<file path="src/rtl/tdm_demux_1x8.sv">
// tdm_demux_1x8
// Receive end of an 8-slot, 1-bit-per-slot TDM link. A frame-sync strobe that
// arrives with the slot-0 bit sets the frame alignment. Each serial bit goes to
// its channel position, and every complete frame is delivered as one 8-bit word
// while the receiver is locked. A HUNT/CHECK/LOCKED supervisor qualifies the
// alignment before any data is delivered. It also flywheels over a limited
// number of missing sync pulses before it declares loss of sync.
module tdm_demux_1x8 #(
  parameter int LOCK_CNT = 2,  // consecutive aligned fsyncs after detection to lock (1..7)
  parameter int MISS_MAX = 3   // consecutive missing fsyncs that drop lock (1..7)
) (
  input  logic       clk,
  input  logic       rst_n,
  input  logic       en,
  input  logic       din,
  input  logic       fsync,
  output logic [7:0] dout,
  output logic       dout_valid,
  output logic [2:0] slot,
  output logic       locked,
  output logic       sync_err
);

  typedef enum logic [1:0] {
    ST_HUNT   = 2'd0,
    ST_CHECK  = 2'd1,
    ST_LOCKED = 2'd2
  } state_t;

  localparam logic [2:0] LOCK_CNT_C = 3'(LOCK_CNT);
  localparam logic [2:0] MISS_MAX_C = 3'(MISS_MAX);

  state_t     r_state,      w_state_nxt;
  logic [2:0] r_slot,       w_slot_nxt;
  logic [2:0] r_good,       w_good_nxt;
  logic [2:0] r_miss,       w_miss_nxt;
  logic [7:0] r_shadow,     w_shadow_nxt;
  logic [7:0] r_dout,       w_dout_nxt;
  logic       r_dout_valid, w_dout_valid_nxt;
  logic       r_sync_err,   w_sync_err_nxt;

  logic [2:0] w_good_inc;
  logic [2:0] w_miss_inc;
  logic [2:0] w_wr_idx;

  assign w_good_inc = r_good + 3'd1;
  assign w_miss_inc = r_miss + 3'd1;
  // A realigning fsync always marks the bit as slot 0 of a new frame.
  assign w_wr_idx   = fsync ? 3'd0 : r_slot;

  // Register all state and the registered outputs, with synchronous reset.
  always_ff @(posedge clk) begin
    if (!rst_n) begin
      r_state      <= ST_HUNT;
      r_slot       <= 3'd0;
      r_good       <= 3'd0;
      r_miss       <= 3'd0;
      // NOTE: the shadow register is reset even though it is data storage.
      // This keeps a partial frame from an earlier alignment from being
      // observable after a reset.
      r_shadow     <= 8'd0;
      r_dout       <= 8'd0;
      r_dout_valid <= 1'b0;
      r_sync_err   <= 1'b0;
    end else begin
      // NOTE: non-blocking assignments make every register update from
      // pre-edge values, so the order of statements here does not matter.
      r_state      <= w_state_nxt;
      r_slot       <= w_slot_nxt;
      r_good       <= w_good_nxt;
      r_miss       <= w_miss_nxt;
      r_shadow     <= w_shadow_nxt;
      r_dout       <= w_dout_nxt;
      r_dout_valid <= w_dout_valid_nxt;
      r_sync_err   <= w_sync_err_nxt;
    end
  end

  // Compute the next state: alignment supervision, slot counting, bit capture
  // and frame delivery.
  always_comb begin
    // NOTE: every output of this block gets a default value before any branch.
    // Without the defaults, a path that skips an assignment would infer a latch.
    w_state_nxt      = r_state;
    w_slot_nxt       = r_slot;
    w_good_nxt       = r_good;
    w_miss_nxt       = r_miss;
    w_shadow_nxt     = r_shadow;
    w_dout_nxt       = r_dout;
    w_dout_valid_nxt = 1'b0;
    w_sync_err_nxt   = 1'b0;

    if (en) begin
      if (r_state == ST_HUNT) begin
        // While hunting, slot stays at 0. Only a sync pulse moves us on.
        if (fsync) begin
          w_state_nxt     = ST_CHECK;
          w_slot_nxt      = 3'd1;
          w_good_nxt      = 3'd0;
          w_shadow_nxt[0] = din;
        end
      end else begin
        // Aligned states capture every bit and keep counting slots.
        w_shadow_nxt[w_wr_idx] = din;
        w_slot_nxt             = fsync ? 3'd1 : (r_slot + 3'd1);

        unique case (r_state)
          ST_CHECK: begin
            if (r_slot == 3'd0) begin
              if (fsync) begin
                w_good_nxt = w_good_inc;
                if (w_good_inc == LOCK_CNT_C) begin
                  w_state_nxt = ST_LOCKED;
                  w_miss_nxt  = 3'd0;
                end
              end else begin
                // The expected sync did not appear, so the alignment was false.
                w_state_nxt = ST_HUNT;
                w_slot_nxt  = 3'd0;
              end
            end else if (fsync) begin
              // The sync came early: restart qualification from this point.
              w_good_nxt = 3'd0;
            end
          end

          ST_LOCKED: begin
            if (r_slot == 3'd0) begin
              if (fsync) begin
                w_miss_nxt = 3'd0;
              end else if (w_miss_inc == MISS_MAX_C) begin
                // Too many consecutive missing syncs: give up this alignment.
                w_state_nxt    = ST_HUNT;
                w_slot_nxt     = 3'd0;
                w_sync_err_nxt = 1'b1;
              end else begin
                // Flywheel: count the miss and keep delivering frames.
                w_miss_nxt = w_miss_inc;
              end
            end else if (fsync) begin
              // A misplaced sync drops the partial frame and requalifies.
              w_state_nxt    = ST_CHECK;
              w_good_nxt     = 3'd0;
              w_sync_err_nxt = 1'b1;
            end else if (r_slot == 3'd7) begin
              w_dout_nxt       = {din, r_shadow[6:0]};
              w_dout_valid_nxt = 1'b1;
            end
          end

          default: begin
            w_state_nxt = ST_HUNT;
            w_slot_nxt  = 3'd0;
          end
        endcase
      end
    end
  end

  assign dout       = r_dout;
  assign dout_valid = r_dout_valid;
  assign slot       = r_slot;
  assign locked     = (r_state == ST_LOCKED);
  assign sync_err   = r_sync_err;

endmodule

</file>
<file path="config.mk">
export PLATFORM = sky130hd
export DESIGN_NAME = tdm_demux_1x8
export DESIGN_NICKNAME = d
export VERILOG_FILES = /design/src/rtl/tdm_demux_1x8.sv
export SDC_FILE = /design/constraint.sdc
export NUM_CORES = 1
export LEC_CHECK = 0
export ABC_AREA = 1
export BUFFER_PORTS_ARGS = -buffer_cell sky130_fd_sc_hd__buf_2
export CORE_MARGIN = 2
export CORE_UTILIZATION = 50
export DETAILED_ROUTE_END_ITERATION = 8
export PLACE_DENSITY_LB_ADDON = 0.1
export SYNTH_ARGS = -nofsm -noshare
export SYNTH_HDL_FRONTEND = slang
export SYNTH_SLANG_ARGS = --single-unit
</file>
<file path="constraint.sdc">
create_clock -name clk -period 3.7 [get_ports clk]
set_input_delay 0.74 -clock clk [delete_from_list [all_inputs] [get_ports clk]]
set_output_delay 0.74 -clock clk [all_outputs]
set_load 0.01 [all_outputs]
</file>
* Word-level counts from Yosys, hierarchy flattened
Cells that the tools add are included.
Operators by class: equal/unequal tests 17, magnitude comparators 2, $add $sub $neg 3, reductions and logical operators 13, mux-type cells 42, bitwise logic cells 6
Operators by type and width (number):
- 3-bit two-way mux | 20
- 3-bit case mux with 2 select lines | 3
- 2-bit two-way mux | 8
- 4-bit inequality test (second input constant) | 3
- 3-bit by 1-bit adder with 3-bit output (second input constant) | 3
- 3-bit inequality test (second input constant) | 3
- 8-bit bitwise mux | 1
- 1-bit two-way mux | 8
- 2-bit inequality test (second input constant) | 4
- 8-bit AND reduction | 1
- 3-bit by 2-bit equality test with 1-bit output (second input constant) | 2
- 1-bit inverter | 6
- 6-bit AND reduction | 1
- 6-bit OR reduction | 1
- 5-bit AND reduction | 1
- 3-bit by 4-bit < comparator with 1-bit output (second input constant) | 1
- 4-bit by 3-bit inequality test with 1-bit output (second input constant) | 1
- 2-bit case mux with 2 select lines | 1
- 2-bit AND reduction | 2
- 4-bit AND reduction | 1
- 4-bit OR reduction | 1
- 1-bit demux with 3-bit select | 1
- 3-bit equality test (second input constant) | 1
- 3-bit by 1-bit >= comparator with 1-bit output (second input constant) | 1
- other kinds (8) | 8
Word-level totals: output and inout bits 14, input bits 5, logic and storage cells 92, register bits 29

* Logic depth before layout (Yosys ltp)
Gate-level depths: netlist of the first run.
depth in word-level cells 7, gate-level depth with buffers 11, depth with buffers taken out 11

* Worst setup path after synthesis of the first run
Ideal clock, no wire load.
path kind input to register, start point input fsync, end point register r_shadow[0], setup time 0.116 ns, slack 2.118 ns, path buffers 1, arrival 1.466 ns, cell stages on the path 7, cell sequence buf_4 inv_1 o21ai_0 nand2_1 nand2_1 a21oi_1 nor2_1
Between the ends: word-level cells in the longest chain between the ends 7, elaborated cells between the ends (all ways) 10, those cells by class order compare: 2; eq/ne: 1; mux: 5; reduce/logical: 2
RTL lines:
- start, declared | line 16 | input logic fsync,
- 3-bit two-way mux | line 49 | assign w_wr_idx = fsync ? 3'd0 : r_slot;
- 3-bit by 4-bit < comparator with 1-bit output (implied by the code) / 3-bit by 1-bit >= comparator with 1-bit output (equally long branches) | line 104 | w_shadow_nxt[w_wr_idx] = din;
- 1-bit logical AND (implied by the code) | line 104
- 1-bit two-way mux (implied by the code) | line 104
- 1-bit demux with 3-bit select | line 104
- 8-bit bitwise mux | line 104
- 1-bit two-way mux | line 94 | if (r_state == ST_HUNT) begin
- end signal, assigned | line 72 | r_shadow <= w_shadow_nxt;
- end, declared | line 37 | logic [7:0] r_shadow, w_shadow_nxt;
Several ways; a longest one is shown, not always the timed one. A chain may end at the register's enable or synchronous reset.

* Final worst setup path of the first run
start point register r_state[0], end point output locked
Between the ends: word-level cells in the longest chain between the ends 1
RTL lines:
- start, declared | line 33 | state_t r_state, w_state_nxt;
- start signal, assigned | line 68 | r_state <= w_state_nxt;
- 2-bit equality test | line 163 | assign locked = (r_state == ST_LOCKED);
- end, declared | line 20 | output logic locked,
No other way between the ends.

==> flow_metrics.env, run 1 <==
export IMPL_setup_ws_ps=1570
export IMPL_hold_class="reg2reg"
export IMPL_final_util=0.573
export IMPL_ff2ff_path_depth=8
export IMPL_fmax_mhz=469
export IMPL_fillers=307
export IMPL_dpl_hpwl_um=2470
export IMPL_synth_ff_latch_count=28
export IMPL_overflow=0
export IMPL_numCtsBuffers=3
export IMPL_ctsResizeCount=0
export IMPL_via_count=1450
export IMPL_h_tree_depth=1
export IMPL_drt_initial_drc_count=56
export IMPL_synth_most_common_cell="nand2_1"
export IMPL_grt_pass1_wl_um=5380
export IMPL_async_reset_ff_frac=0
export IMPL_antenna_left=0
export IMPL_setup_tns_ps=0
export IMPL_rsz0062_at_grt="no"
export IMPL_p_per_area_nw_per_um2=309
export IMPL_root_buffer="clkbuf_4"
export IMPL_clock_sinks=28
export IMPL_synth_common_cells="nand2_1, nor2_1, dfxtp_1, inv_1, nand3_1"
export IMPL_antenna_found_initial=0
export IMPL_cts_hold_buf=0
export IMPL_cp_end_kind="output pin"
export IMPL_final_instance_count_excl_fill=290
export IMPL_antennaDiodeCount=0
export IMPL_fin_crit_sh=0.576
export IMPL_power_mw=0.540
export IMPL_yosys_area_top_type_share=0.348
export IMPL_netlist_area_sq_um=1610
export IMPL_status="finished clean"
export IMPL_clkTransAtPathRegs_ps=140
export IMPL_layout_min_cycle_time_ps=2130
export IMPL_yosysSeqAreaShare=0.348
export IMPL_grt_pass1_vias=1292
export IMPL_synth_nets=247
export IMPL_wirelength_um=3260
export IMPL_cts_tree="done"
export IMPL_ys_flop_type="dfxtp_1"
export IMPL_routed_via_density=5.00
export IMPL_drv_cap=0
export IMPL_ys_warn_count=0
export IMPL_finalSetupViolCount=0
export IMPL_finalClockSkew_ps=2.04
export IMPL_synth_cells=230
export IMPL_start_util=0.527
export IMPL_grt_max_degree=19
export IMPL_post_drt_wl_per_cell_um=11.2
export IMPL_hold_viol=0
export IMPL_cts_setup_buffers=0
export IMPL_grt_usage=0.192
export IMPL_drive_above_1_share=0.138
export IMPL_clock_latency_ps=320
export IMPL_cp_max_fo=7
export IMPL_critPathRequiredTime_ps=2960
export IMPL_holdWs_ps=458
export IMPL_syn_avg_cell_area_sq_um=7.00
export IMPL_worst_pin_slew_ps=424
export IMPL_dp_cells=287
export IMPL_power_leakage_nw=0.778
export IMPL_gp_congestion=0.832
export IMPL_yosysTopAreaCell="dfxtp_1"
export IMPL_crit_type="reg2out"
export IMPL_firstDrtPassIters=4
export IMPL_synth_cell_types=28
export IMPL_arrival_ps=1390
export IMPL_design_area_sq_um=1750
export IMPL_pre_cts_ws_ps=1840
export IMPL_synth_area_top_cells="dfxtp_1, nand2_1, ha_1, nor2_1, nand3_1"
export IMPL_dieArea_sq_um=3690
export IMPL_port_buffer_count=18
export IMPL_relSlewSlack=0.717
export IMPL_drcViolationCount=0
export IMPL_synth_edff_count=0
export IMPL_slew_viol_final=0
export IMPL_vdd_ir_drop_max_mv=0.175
export IMPL_ioPinCount=19
export IMPL_area_growth_pct=8.55
export IMPL_start_kind="flop"
export IMPL_clock_path_buffers=2
export IMPL_coreArea_sq_um=3050
export IMPL_die_x_um=60.8
export IMPL_whs_path_depth=2
export IMPL_num_rows=20
export IMPL_die_height_um=60.8
export IMPL_dpl_instance_area_sq_um=1730
export IMPL_nets=265
==> area by class of cell <==
cell class / instances / area (sq um) / area share
Sequential cell: 28 / 561 / 0.321
Inverter: 29 / 111 / 0.0637
Timing Repair Buffer: 18 / 90.1 / 0.0515
Tap cell: 44 / 55.1 / 0.0315
Clock buffer: 3 / 22.5 / 0.0129
Multi-Input combinational cell: 168 / 908 / 0.520
==> cell families (layout without fill, tap and decap cells) <==
| group | count (synthesis) | in the layout | synth area share |
|---|---|---|---|
| AOI/OAI and AO/OA | 35 | 35 | 0.111 |
| buffers and inverters | 34 | 50 | 0.0878 |
| DFF | 28 | 28 | 0.348 |
| and+or+nand+nor | 121 | 121 | 0.360 |
| adders and majority gates | 12 | 12 | 0.0932 |
==> critical path: stages, from the launching register on <==
cell	delay (ps)
dfxtp_1	370
inv_1	140
ha_1	360
buf_2	200
==> sequential cells by signal, indices dropped and copies added (netlist names) <==
signal      count
dout            8
dout_valid      1
r_good          3
r_miss          3
r_shadow        7
r_state         2
slot            3
sync_err        1
==> worst paths after layout <==
kind               startpoint     endpoint  slack [ps]
hold / removal    r_shadow[6]  r_shadow[6]         460
hold reg to reg   r_shadow[6]  r_shadow[6]         460
setup / recovery   r_state[0]       locked        1570
setup reg to reg   r_state[0]      dout[6]        1940
==> cells in the final DEF (no fill, tap or decap), types with 2 or more instances in the layout <==
cell	count
clkbuf_4	3
nand4_1	8
inv_1	25
nand3_1	19
ha_1	12
clkinv_2	2
nor3_1	4
dfxtp_1	28
nor2_4	2
nor2_1	29
a21oi_1	17
o21ai_0	15
inv_2	2
nand2_1	50
buf_2	18
==> power breakdown <==
group          internal, mW  leakage [nW]  total (mW)  switching [mW]
Combinational        0.0308         0.538       0.102          0.0713
Clock                0.0381        0.0138       0.124          0.0862
Sequential            0.308         0.226       0.314         0.00591
==> metal layers <==
| metal | GRT usage | vias to the layer above | part of all wire |
|---|---|---|---|
| li1 | - | 780 | - |
| met1 | 0.244 | 641 | 0.48 |
| met2 | 0.344 | 27 | 0.48 |
| met3 | 0.0192 | 2 | 0.035 |
| met4 | 0.0559 | 0 | 0.0058 |
| met5 | 0 | - | 0 |
Note: power is estimated with default switching activity, not from simulation.
==> run 2: changes to the inputs <==
- clock period: 3.7 -> 1.8 ns (I/O delays scaled with it)
==> run 2 against run 1 <==
Net effect:
- sequential share of layout area is 0.97 points lower
- critical endpoint unchanged
- largest cell class unchanged
- largest power group unchanged
- final cell count increased by 2.4%
- critical path depth up 1
- global-route usage about the same
- highest routed layer unchanged
==> flow_metrics.env, run 2 (synthesis results as in run 1) <==
export IMPL_design_area_sq_um=1810
export IMPL_fmax_mhz=602
export IMPL_layout_min_cycle_time_ps=1660
export IMPL_h_tree_depth=1
export IMPL_clkTransAtPathRegs_ps=140
export IMPL_numCtsBuffers=3
export IMPL_grt_pass1_wl_um=5380
export IMPL_r2r_slack_ps=170
export IMPL_rsz0062_at_grt="no"
export IMPL_fillers=308
export IMPL_r2r_end="dout[0]"
export IMPL_drive_above_1_share=0.170
export IMPL_num_rows=20
export IMPL_worst_pin_slew_ps=427
export IMPL_final_common_cell="nand2_1"
export IMPL_largest_reg_flops=8
export IMPL_antenna_left=0
export IMPL_cts_tree="done"
export IMPL_post_drt_wl_per_cell_um=10.8
export IMPL_min_to="r_miss[0]"
export IMPL_arrival_ps=1300
export IMPL_dpl_instance_area_sq_um=1760
export IMPL_routed_via_density=4.84
export IMPL_antenna_found_initial=0
export IMPL_start_util=0.527
export IMPL_ff2ff_path_depth=8
export IMPL_wirelength_um=3210
export IMPL_power_mw=1.12
export IMPL_overflow=0
export IMPL_clock_latency_ps=310
export IMPL_power_leakage_nw=0.815
export IMPL_hold_class="in2reg"
export IMPL_hold_viol=0
export IMPL_firstDrtPassIters=4
export IMPL_fin_crit_sh=0.923
export IMPL_holdWs_ps=335
export IMPL_status="finished clean"
export IMPL_cp_end_kind="output pin"
export IMPL_p_per_area_nw_per_um2=620
export IMPL_drt_initial_drc_count=69
export IMPL_nets=272
export IMPL_slew_viol_final=0
export IMPL_antennaDiodeCount=0
export IMPL_die_x_um=60.8
export IMPL_grt_usage=0.192
export IMPL_die_height_um=60.8
export IMPL_port_buffer_count=18
export IMPL_via_count=1438
export IMPL_clock_path_buffers=2
export IMPL_vdd_ir_drop_max_mv=0.308
export IMPL_critPathRequiredTime_ps=1440
export IMPL_dieArea_sq_um=3690
export IMPL_dpl_hpwl_um=2530
export IMPL_path_cells="inv_1 -> ha_1 -> buf_4 -> buf_2"
export IMPL_hold_start="rst_n"
export IMPL_max_stage_delay_ps=380
export IMPL_clock_sinks=28
export IMPL_area_growth_pct=12.4
export IMPL_root_buffer="clkbuf_4"
export IMPL_finalClockSkew_ps=2.89
export IMPL_finalSetupViolCount=0
export IMPL_whs_path_depth=3
export IMPL_grt_max_degree=15
export IMPL_crit_type="reg2out"
export IMPL_mostFrequentLayoutCells="nand2_1, nor2_1, dfxtp_1"
export IMPL_relSlewSlack=0.715
export IMPL_coreArea_sq_um=3050
export IMPL_cp_max_fo=6
export IMPL_start_kind="flop"
export IMPL_ioPinCount=19
export IMPL_drv_cap=0
export IMPL_grt_pass1_vias=1253
export IMPL_setup_tns_ps=0
export IMPL_critPathSlowestCell="dfxtp_2"
export IMPL_r2r_start="r_state[0]"
export IMPL_drcViolationCount=0
export IMPL_gp_congestion=0.877
==> run 2: what timing repair did <==
item                       4_1_cts  5_1_grt
hold endpoints to repair         0        0
hold buffers                     0        0
setup endpoints to repair        0       12
resized for setup                0        5
buffers inserted                 0        2
==> run 2: layout make-up <==
type	instances	area [sq um]	share of cell area
multi-input combinational	168	916	0.506
sequential	28	563	0.311
timing repair buffer	25	143	0.0788
inverter	29	111	0.0615
tap	44	55.1	0.0304
clock buffer	3	22.5	0.0124
==> run 2: stage by stage <==
step	util	instances	setup WS [ps]
floorplan	-	230	261
finish	0.593	297	138
global placement	0.577	292	154
detailed placement	0.577	292	93.1
CTS	0.585	295	64.7
global route	0.593	297	9.44
==> run 2: worst max-delay path by stage <==
| stage | start | endpoint | slack (ps) | depth (start not counted) |
|---|---|---|---|---|
| after floorplan | r_state[1] | r_miss[2] | 260 | 10 |
| after global placement | r_state[0] | dout[5] | 150 | 8 |
| after detailed placement | r_state[0] | dout[6] | 90 | 8 |
| after CTS | r_state[0] | dout[6] | 60 | 8 |
| after global routing | r_state[0] | dout[6] | 9 | 9 |
| final | r_state[0] | locked | 140 | 4 |
==> run 2: power breakdown <==
part	switching, mW	internal, mW
Sequential	0.00921	0.634
Combinational	0.152	0.0801
Clock	0.169	0.0783
==> run 2: critical path: cells and delay by family (launching register included) <==
kind / cells / cell delay [ps]
adder cells (fa/ha/maj): 1 / 220
buffers and inverters: 3 / 400
flip-flops: 1 / 380
==> run 2: metal layers <==
| layer | global-route usage | routed length (um) | vias to the layer above |
|---|---|---|---|
| li1 | - | - | 792 |
| met1 | 0.248 | 1590 | 626 |
| met2 | 0.338 | 1510 | 18 |
| met3 | 0.0213 | 85 | 2 |
| met4 | 0.0559 | 19 | 0 |
| met5 | 0 | 0 | - |
